**config.mk**
```make
export PLATFORM = sky130hd
export DESIGN_NAME = beat_interval_averager_flat
export DESIGN_NICKNAME = d
export VERILOG_FILES = /design/src/rtl/beat_interval_averager_if.sv /design/src/rtl/beat_interval_averager.sv /design/src/flat_wrapper.sv
export SDC_FILE = /design/constraint.sdc
export NUM_CORES = 1
export LEC_CHECK = 0
export CAP_MARGIN = 20
export CORE_MARGIN = 4
export CORE_UTILIZATION = 36
export DETAILED_ROUTE_END_ITERATION = 8
export SLEW_MARGIN = 20
export SYNTH_ARGS = -nofsm -noshare
export SYNTH_HDL_FRONTEND = slang
export SYNTH_SLANG_ARGS = --single-unit
```
**constraint.sdc**
```tcl
create_clock -name clk -period 4.09 [get_ports clk]
set_clock_uncertainty 0.15 [all_clocks]
set_input_delay 0.409 -clock clk [delete_from_list [all_inputs] [get_ports clk]]
set_output_delay 0.409 -clock clk [all_outputs]
set_load 0.02 [all_outputs]
```
**src/rtl/beat_interval_averager_if.sv**
```systemverilog
// Beat-path bundle between the pulse finder / interval register chain
// (master side) and the interval averager (slave side).
interface beat_interval_averager_if #(
  parameter int W = 11
);
  logic         z;
  logic [W-1:0] period_in;
  logic [W-1:0] avg_out;
  logic         avg_valid;
  logic         beat_ok;
  logic         irregular;
  logic         lost;

  modport master (
    output z,
    output period_in,
    input  avg_out,
    input  avg_valid,
    input  beat_ok,
    input  irregular,
    input  lost
  );

  modport slave (
    input  z,
    input  period_in,
    output avg_out,
    output avg_valid,
    output beat_ok,
    output irregular,
    output lost
  );
endinterface

```
**src/rtl/beat_interval_averager.sv**
```systemverilog
// Beat interval averager: validates each captured beat interval against a
// physiological window, keeps a DEPTH-beat moving average for the
// period-to-BPM ROM address, and flags irregular rhythm and loss of pulse.
// All outputs are registered and follow the internal state by one cycle.
module beat_interval_averager #(
  parameter int W          = 11,
  parameter int DEPTH      = 4,     // power of 2, at least 2
  parameter int MIN_PERIOD = 300,
  parameter int MAX_PERIOD = 1500,
  parameter int TIMEOUT    = 3000,
  parameter int REJ_LIMIT  = 3
) (
  input  logic                       clk,
  input  logic                       start,
  beat_interval_averager_if.slave    bus
);

  localparam int LOG2 = $clog2(DEPTH);
  localparam int SW   = W + LOG2;
  localparam int FW   = $clog2(DEPTH + 1);
  localparam int IW   = $clog2(TIMEOUT + 1);
  localparam int RW   = $clog2(REJ_LIMIT + 1);

  localparam logic [W-1:0]  MIN_P     = W'(MIN_PERIOD);
  localparam logic [W-1:0]  MAX_P     = W'(MAX_PERIOD);
  localparam logic [FW-1:0] FILL_FULL = FW'(DEPTH);
  localparam logic [FW-1:0] FILL_LAST = FW'(DEPTH - 1);
  localparam logic [IW-1:0] IDLE_MAX  = IW'(TIMEOUT);
  localparam logic [IW-1:0] IDLE_LAST = IW'(TIMEOUT - 1);
  localparam logic [RW-1:0] REJ_MAX   = RW'(REJ_LIMIT);

  typedef enum logic [1:0] {
    S_EMPTY,
    S_FILLING,
    S_TRACKING,
    S_LOST
  } state_t;

  state_t r_state;
  state_t w_state_next;

  // Window storage and bookkeeping
  logic [DEPTH-1:0][W-1:0] w_buf;
  logic [DEPTH-1:0]        w_wr_en;
  logic [LOG2-1:0]         r_wr_ptr;
  logic [FW-1:0]           r_fill;
  logic [SW-1:0]           r_sum;
  logic [IW-1:0]           r_idle;
  logic [RW-1:0]           r_rej;
  logic                    r_acc;

  // Registered outputs
  logic [W-1:0]            r_avg_out;
  logic                    r_avg_valid;
  logic                    r_beat_ok;
  logic                    r_irregular;
  logic                    r_lost;

  // Per-beat decisions
  logic                    w_in_window;
  logic                    w_accept;
  logic                    w_reject;
  logic                    w_enter_lost;
  logic [W-1:0]            w_old;
  logic [SW-1:0]           w_sum_next;

  assign w_in_window = (bus.period_in >= MIN_P) && (bus.period_in <= MAX_P);

  // The entry about to be overwritten only contributes to the sum once the
  // window is full; before that the slot holds nothing meaningful.
  assign w_old      = (r_fill == FILL_FULL) ? w_buf[r_wr_ptr] : '0;
  assign w_sum_next = r_sum - SW'(w_old) + SW'(bus.period_in);

  // One register per window slot, each with its own write enable.
  for (genvar gi = 0; gi < DEPTH; gi++) begin : g_buf
    logic [W-1:0] r_entry;

    assign w_wr_en[gi] = w_accept && (r_wr_ptr == LOG2'(gi));
    assign w_buf[gi]   = r_entry;

    // Slot storage: cleared on reset and on pulse loss, written on accept.
    always_ff @(posedge clk) begin
      if (start || w_enter_lost) begin
        r_entry <= '0;
      end else if (w_wr_en[gi]) begin
        r_entry <= bus.period_in;
      end
    end
  end

  // State register.
  always_ff @(posedge clk) begin
    if (start) begin
      r_state <= S_EMPTY;
    end else begin
      r_state <= w_state_next;
    end
  end

  // Next-state and per-beat decisions. A beat arriving on the very cycle
  // the idle counter would expire is processed and pre-empts the timeout.
  always_comb begin
    w_state_next = r_state;
    w_accept     = 1'b0;
    w_reject     = 1'b0;
    w_enter_lost = 1'b0;
    case (r_state)
      S_LOST: begin
        // The first beat after a dropout spans the gap, so it only re-arms.
        if (bus.z) begin
          w_state_next = S_EMPTY;
        end
      end
      default: begin
        if (bus.z) begin
          if (w_in_window) begin
            w_accept = 1'b1;
            if (r_state != S_TRACKING) begin
              w_state_next = (r_fill == FILL_LAST) ? S_TRACKING : S_FILLING;
            end
          end else begin
            w_reject = 1'b1;
          end
        end else if (r_idle == IDLE_LAST) begin
          w_enter_lost = 1'b1;
          w_state_next = S_LOST;
        end
      end
    endcase
  end

  // Window pointer, fill level and running sum.
  always_ff @(posedge clk) begin
    if (start || w_enter_lost) begin
      r_wr_ptr <= '0;
      r_fill   <= '0;
      r_sum    <= '0;
    end else if (w_accept) begin
      r_wr_ptr <= r_wr_ptr + 1'b1;
      r_sum    <= w_sum_next;
      if (r_fill != FILL_FULL) begin
        r_fill <= r_fill + 1'b1;
      end
    end
  end

  // Idle counter: ticks since the last beat of any kind, saturating.
  always_ff @(posedge clk) begin
    if (start || bus.z) begin
      r_idle <= '0;
    end else if (r_idle != IDLE_MAX) begin
      r_idle <= r_idle + 1'b1;
    end
  end

  // Consecutive-reject counter, saturating; any accepted beat clears it.
  always_ff @(posedge clk) begin
    if (start || w_enter_lost || w_accept) begin
      r_rej <= '0;
    end else if (w_reject && (r_rej != REJ_MAX)) begin
      r_rej <= r_rej + 1'b1;
    end
  end

  // Accept marker, turned into the beat_ok strobe one cycle later.
  always_ff @(posedge clk) begin
    if (start) begin
      r_acc <= 1'b0;
    end else begin
      r_acc <= w_accept;
    end
  end

  // Output stage: registered view of the state settled at the previous edge.
  always_ff @(posedge clk) begin
    if (start) begin
      r_avg_out   <= '0;
      r_avg_valid <= 1'b0;
      r_beat_ok   <= 1'b0;
      r_irregular <= 1'b0;
      r_lost      <= 1'b0;
    end else begin
      r_avg_out   <= (r_state == S_TRACKING) ? r_sum[SW-1:LOG2] : '0;
      r_avg_valid <= (r_state == S_TRACKING);
      r_beat_ok   <= r_acc;
      r_irregular <= (r_rej == REJ_MAX);
      r_lost      <= (r_state == S_LOST);
    end
  end

  assign bus.avg_out   = r_avg_out;
  assign bus.avg_valid = r_avg_valid;
  assign bus.beat_ok   = r_beat_ok;
  assign bus.irregular = r_irregular;
  assign bus.lost      = r_lost;

endmodule

```
**src/flat_wrapper.sv**
```systemverilog
// flat-port wrapper written by rule: the top's interface ports become plain ports
module beat_interval_averager_flat 
#(
  parameter int W          = 11,
  parameter int DEPTH      = 4,                              
  parameter int MIN_PERIOD = 300,
  parameter int MAX_PERIOD = 1500,
  parameter int TIMEOUT    = 3000,
  parameter int REJ_LIMIT  = 3
)
  (clk, start, bus_z, bus_period_in, bus_avg_out, bus_avg_valid, bus_beat_ok, bus_irregular, bus_lost);
  beat_interval_averager_if #(.W(W)) bus_i ();
  input  logic clk;
  input  logic start;
  input wire logic [$bits(bus_i.z)-1:0] bus_z;
  input wire logic [$bits(bus_i.period_in)-1:0] bus_period_in;
  output wire logic [$bits(bus_i.avg_out)-1:0] bus_avg_out;
  output wire logic [$bits(bus_i.avg_valid)-1:0] bus_avg_valid;
  output wire logic [$bits(bus_i.beat_ok)-1:0] bus_beat_ok;
  output wire logic [$bits(bus_i.irregular)-1:0] bus_irregular;
  output wire logic [$bits(bus_i.lost)-1:0] bus_lost;
  assign bus_i.z = bus_z;
  assign bus_i.period_in = bus_period_in;
  assign bus_avg_out = bus_i.avg_out;
  assign bus_avg_valid = bus_i.avg_valid;
  assign bus_beat_ok = bus_i.beat_ok;
  assign bus_irregular = bus_i.irregular;
  assign bus_lost = bus_i.lost;
  beat_interval_averager #(.W(W), .DEPTH(DEPTH), .MIN_PERIOD(MIN_PERIOD), .MAX_PERIOD(MAX_PERIOD), .TIMEOUT(TIMEOUT), .REJ_LIMIT(REJ_LIMIT)) u_core (.clk(clk), .start(start), .bus(bus_i));
endmodule
```
======== Word level (Yosys, flattened, before mapping) ========
Cells that the tools add are included.
storage, ports and cells
  memory bits (writable) .................. 0
  latch bits .............................. 0
  memories kept ........................... 0
  output and inout bits ................... 15
  ROM bits ................................ 0
  bits in registers ....................... 94
cells by class
  add/subtract/negate cells ............... 6
  magnitude comparators ................... 3
  multipliers ............................. 0
  shifts and indexed selects .............. 0
  equal/unequal tests ..................... 16
  bitwise gates (word level) .............. 1
  div/mod/pow operators ................... 0
  mux-type cells .......................... 19
  reductions and logical operators ........ 14
operators with widths
  kind                                                                          number
  11-bit binary-select mux with 2-bit select                                    1
  11-bit 2-to-1 mux                                                             2
  2-bit 2-to-1 mux                                                              7
  13-bit by 11-bit adder with 13-bit output                                     1
  13-bit by 11-bit subtractor with 13-bit output                                1
  12-bit by 1-bit adder with 12-bit output, second input constant               1
  12-bit == test, second input constant                                         1
  12-bit inequality test, second input constant                                 1
  11-bit by 9-bit >= comparator with 1-bit output, second input constant        1
  11-bit less-or-equal comparator, second input constant                        1
  2-bit == test, second input constant                                          5
  1-bit 2-to-1 mux                                                              9
  1-bit logical AND                                                             6
  2-bit inequality test, second input constant                                  3
  3-bit by 1-bit inequality test with 1-bit output, second input constant       2
  2-bit by 1-bit adder with 2-bit output, second input constant                 2
  4-bit AND reduction                                                           1
  3-bit by 1-bit adder with 3-bit output, second input constant                 1
  3-bit by 2-bit == test with 1-bit output, second input constant               1
  3-bit == test, second input constant                                          1
  1-bit logical OR                                                              3
  2-bit by 3-bit less-than comparator with 1-bit output, second input constant  1
  3-bit inequality test, second input constant                                  1
  2-bit by 1-bit == test with 1-bit output, second input constant               1
  other kinds (5)                                                               5

======== Longest topological paths before layout ========
  word-level depth ........................ 6
  mapped depth ............................ 15
  gate-level depth less buffers ........... 15

======== Worst setup path after synthesis ========
No wires, ideal clock.
  path kind ............................... register -> register
  start ................................... reg u_core.r_wr_ptr[1]
  end ..................................... reg u_core.r_sum[12]
  library setup time ...................... 0.121 ns
  path buffers ............................ 1
  path slack .............................. 0.372 ns
  stages on the path, launching flop included .. 13
  arrival ................................. 3.447 ns
  clock period less this slack ............ 3.718 ns
  cells stage by stage .................... dfxtp_1 buf_2 mux4_2 nor2b_1 fa_1 inv_1 ha_1 a21o_1 a21o_1 a21o_1 o21a_1 o21ai_0 mux2_2
on the way
  cells in the longest elaborated chain, start to end .. 5
RTL lines
  item                                            RTL line                       RTL
  from (decl)                                     beat_interval_averager.sv:45   logic [LOG2-1:0] r_wr_ptr;
  from (signal assigned)                          beat_interval_averager.sv:139  r_wr_ptr <= r_wr_ptr + 1'b1;
  11-bit binary-select mux with 2-bit select      beat_interval_averager.sv:71   assign w_old = (r_fill == FILL_FULL) ? w_buf[r_wr_ptr] : '0;
  11-bit 2-to-1 mux (implied by the code)         beat_interval_averager.sv:71
  11-bit 2-to-1 mux                               beat_interval_averager.sv:71
  13-bit by 11-bit subtractor with 13-bit output  beat_interval_averager.sv:72   assign w_sum_next = r_sum - SW'(w_old) + SW'(bus.period_in);
  13-bit by 11-bit adder with 13-bit output       beat_interval_averager.sv:72
  to (signal assigned)                            beat_interval_averager.sv:140  r_sum <= w_sum_next;
  to (decl)                                       beat_interval_averager.sv:47   logic [SW-1:0] r_sum;
No other way between the ends. The select of a mux whose other input is x is not followed.
A chain may end at the register's enable or synchronous reset.

======== Final worst setup path ========
Ends and elaborated chain as after synthesis.

==> impl_metrics.yaml <==
global_route:
  grt_pass1_wl_um: 18100
  met3_usage_pct: 4.22
  globalRouteOverflowTotal: 0
  grt_use_total_pct: 15.3
  gr-usage-met2_pct: 25.1
  top_usage_layer: "met2"
  grt_max_degree: 44
  use_met1_pct: 19.9
  grt_pass1_vias: 3646
  antenna_found_initial: 0
setup_path:
  cp_data_required_time_ps: 4180
  cp-end-kind: "flip-flop"
  arrival_ps: 3810
  cp_num_buf_inv: 2
  path_delay_family: "compound AO/OA/AOI/OAI gates"
  crit_path_frequent_cell: "a21o_1"
  max_stage_delay_ps: 530
  slowest_stage: "mux4_2"
  cp_cell_sequence: "buf_4, mux4_2, nor2b_1, fa_1, inv_1, ha_1, a21o_1, a21o_1, a21o_1, o21a_1, o21ai_0, mux2_2"
  critical_path_class: "flip-flop to flip-flop"
  cp_max_fo: 11
  critPathLaunchType: "flip-flop"
timing:
  finalHoldViolCount: 0
  max_freq_mhz: 269
  min_period_over_period_pct: 90.9
  hold_ws_ps: 288
  worstMarginPinSlew_ps: 592
  finalWorstSetupSlack_ps: 374
  slew_headroom_pct: 60.4
  fin_tns_setup_ps: 0
  final-max-slew-violation-count: 0
  rsz0062_at_grt: "false"
  setup_viol: 0
  min_period_ps: 3720
routing:
  post_drt_via_cell_ratio: 4.91
  dr.pass1.iters: 5
  ant_nets: 0
  wirelength_um: 11000
  via_count: 3810
  drc: 0
  drt_iter0_drc: 212
  wl_per_cell_um: 14.2
floorplan:
  core_area_mm2: 0.0132
  die_area_mm2: 0.0154
  fp.dieH_um: 124
  start_util_pct: 36.7
  io_pins: 29
  die_x_um: 124
  num_rows: 42
clock_tree:
  post_cts_resized: 0
  cts_sinks: 94
  path_clk_slew_ps: 70
  ctsHoldBuffers: 0
  cts.path.max_buffers: 2
  root_buffer: "clkbuf_16"
  cts_setup_buffers: 0
  clk_latency_ps: 350
  numCtsBuffers: 9
  htreeDepth: 3
  cts_tree: "done"
pwr:
  total_power_mw: 2.38
  leakagePower_nw: 2.07
  irDropWorstVdd_uv: 227
  clkPwrFrac_pct: 35.1
  swShare_pct: 29.4
  comb_power_share_pct: 23.4
  power_density_mw_per_mm2: 427
  switchingPower_uw: 699
  p_seq_share_pct: 41.5
  power.internal_mw: 1.68
layout:
  utilization_pct: 42.3
  drive_gt1_share_pct: 7.00
  nets: 643
  layout_commonest_cell: "nand2_1"
  diodes: 0
  synthToLayoutAreaGrowth_pct: 15.1
  final_cells: 776
  final_cell_mix: "nand2_1 (113), dfxtp_1 (94), a21oi_1 (64)"
  design_area_mm2: 0.00557
placed_design:
  finalWeightedCongestion: 0.871
  dp_cells: 760
  port_buffers: 28
  hpwlAfterDp_um: 7980
  dpl_cell_area_mm2: 0.00528
  place_ws_ps: 416
min_path:
  hold_path_class: "flip-flop to flip-flop"
synth:
  ys_warn_count: 0
  syn_avg_cell_area_um2: 8.45
  synth_nets: 621
  ys.flop_type: "dfxtp_1"
  syn_area_mm2: 0.00484
  ys_async_sr_fraction_pct: 0
  syn_inst: 573
  synth_edf_count: 0
  ys_seq_area_share_pct: 38.9
  synth_cell_types: 50
  synth.ff_latch_count: 94
outcome:
  outcome: "completed"
job:
  maxCapViolCount: 0
==> kinds of logic after synthesis <==
logic type / Yosys count / synth area share, %
flops: 94 / 38.9
fa+ha+maj: 34 / 10.5
mux: 15 / 5.97
compound gates: 111 / 13.7
simple gates: 214 / 20.0
xor+xnor: 18 / 3.26
buf+inv: 87 / 7.76
==> sequential cells by signal, indices dropped and copies added (netlist names), 2 cells and up <==
| register | count |
|---|---|
| u_core.bus.avg_out | 11 |
| u_core.g_buf.r_entry | 44 |
| u_core.r_fill | 3 |
| u_core.r_idle | 12 |
| u_core.r_rej | 2 |
| u_core.r_state | 2 |
| u_core.r_sum | 13 |
| u_core.r_wr_ptr | 2 |
==> synth_stat cells, drive strengths merged, types with 3 or more instances <==
cell type  count  area [um^2]
mux4          11          248
a21o           6         45.0
fa            11          220
inv           59          221
and2           7         43.8
xor2           4         35.0
mux2i          3         30.0
o21a           4         30.0
a21oi         64          320
nand2        113          424
xnor2         14          123
nor2b         13         81.3
a211oi         5         37.5
o21ai         11         55.1
nand3         11         55.1
clkbuf         6         23.8
ha            23          288
nor3           8         51.3
nor4          12         75.1
dfxtp         94         1880
o211ai         4         35.0
nor2          38          143
buf           22          130
==> worst reg2reg max path, cell delays in order, from the launching register on <==
cell	delay, ps
dfxtp_1	330
buf_4	230
mux4_2	540
nor2b_1	160
fa_1	500
inv_1	50
ha_1	370
a21o_1	230
a21o_1	180
a21o_1	190
o21a_1	160
o21ai_0	180
mux2_2	350
==> power by group through the flow <==
stage | registers [mW] | logic [mW] | clock network, mW
floorplan | 1.01 | 0.421 | 0
global placement | 1.01 | 0.542 | 0
detailed placement | 1.01 | 0.552 | 0
CTS | 0.988 | 0.557 | 0.861
global route | 0.994 | 0.628 | 0.902
finish | 0.988 | 0.558 | 0.836
==> layer usage <==
layer,share of wire [%],routed length (um),up-vias
met5,0,0,-
met2,47,5140,90
met3,5.9,650,10
li1,-,-,1944
met4,1.1,124,0
met1,46,5130,1766
==> worst paths after layout <==
| kind | to | slack (ps) | cells after the start | startpoint |
|---|---|---|---|---|
| max reg2reg | u_core.r_sum[12] | 370 | 12 | u_core.r_wr_ptr[1] |
| min | u_core.bus.beat_ok | 290 | 1 | u_core.r_acc |
| max | u_core.r_sum[12] | 370 | 12 | u_core.r_wr_ptr[1] |
| min reg2reg | u_core.bus.beat_ok | 290 | 1 | u_core.r_acc |
==> layout make-up <==
| cell class | instances | area [um^2] |
|---|---|---|
| Sequential cell | 94 | 1880 |
| Multi-Input combinational cell | 392 | 2580 |
| Tap cell | 176 | 220 |
| Timing Repair Buffer | 39 | 375 |
| Clock buffer | 12 | 236 |
| Inverter | 59 | 221 |
| Fill cell | 1294 | 7620 |
| Clock inverter | 4 | 55.1 |
(Power assumes the default switching activity.)
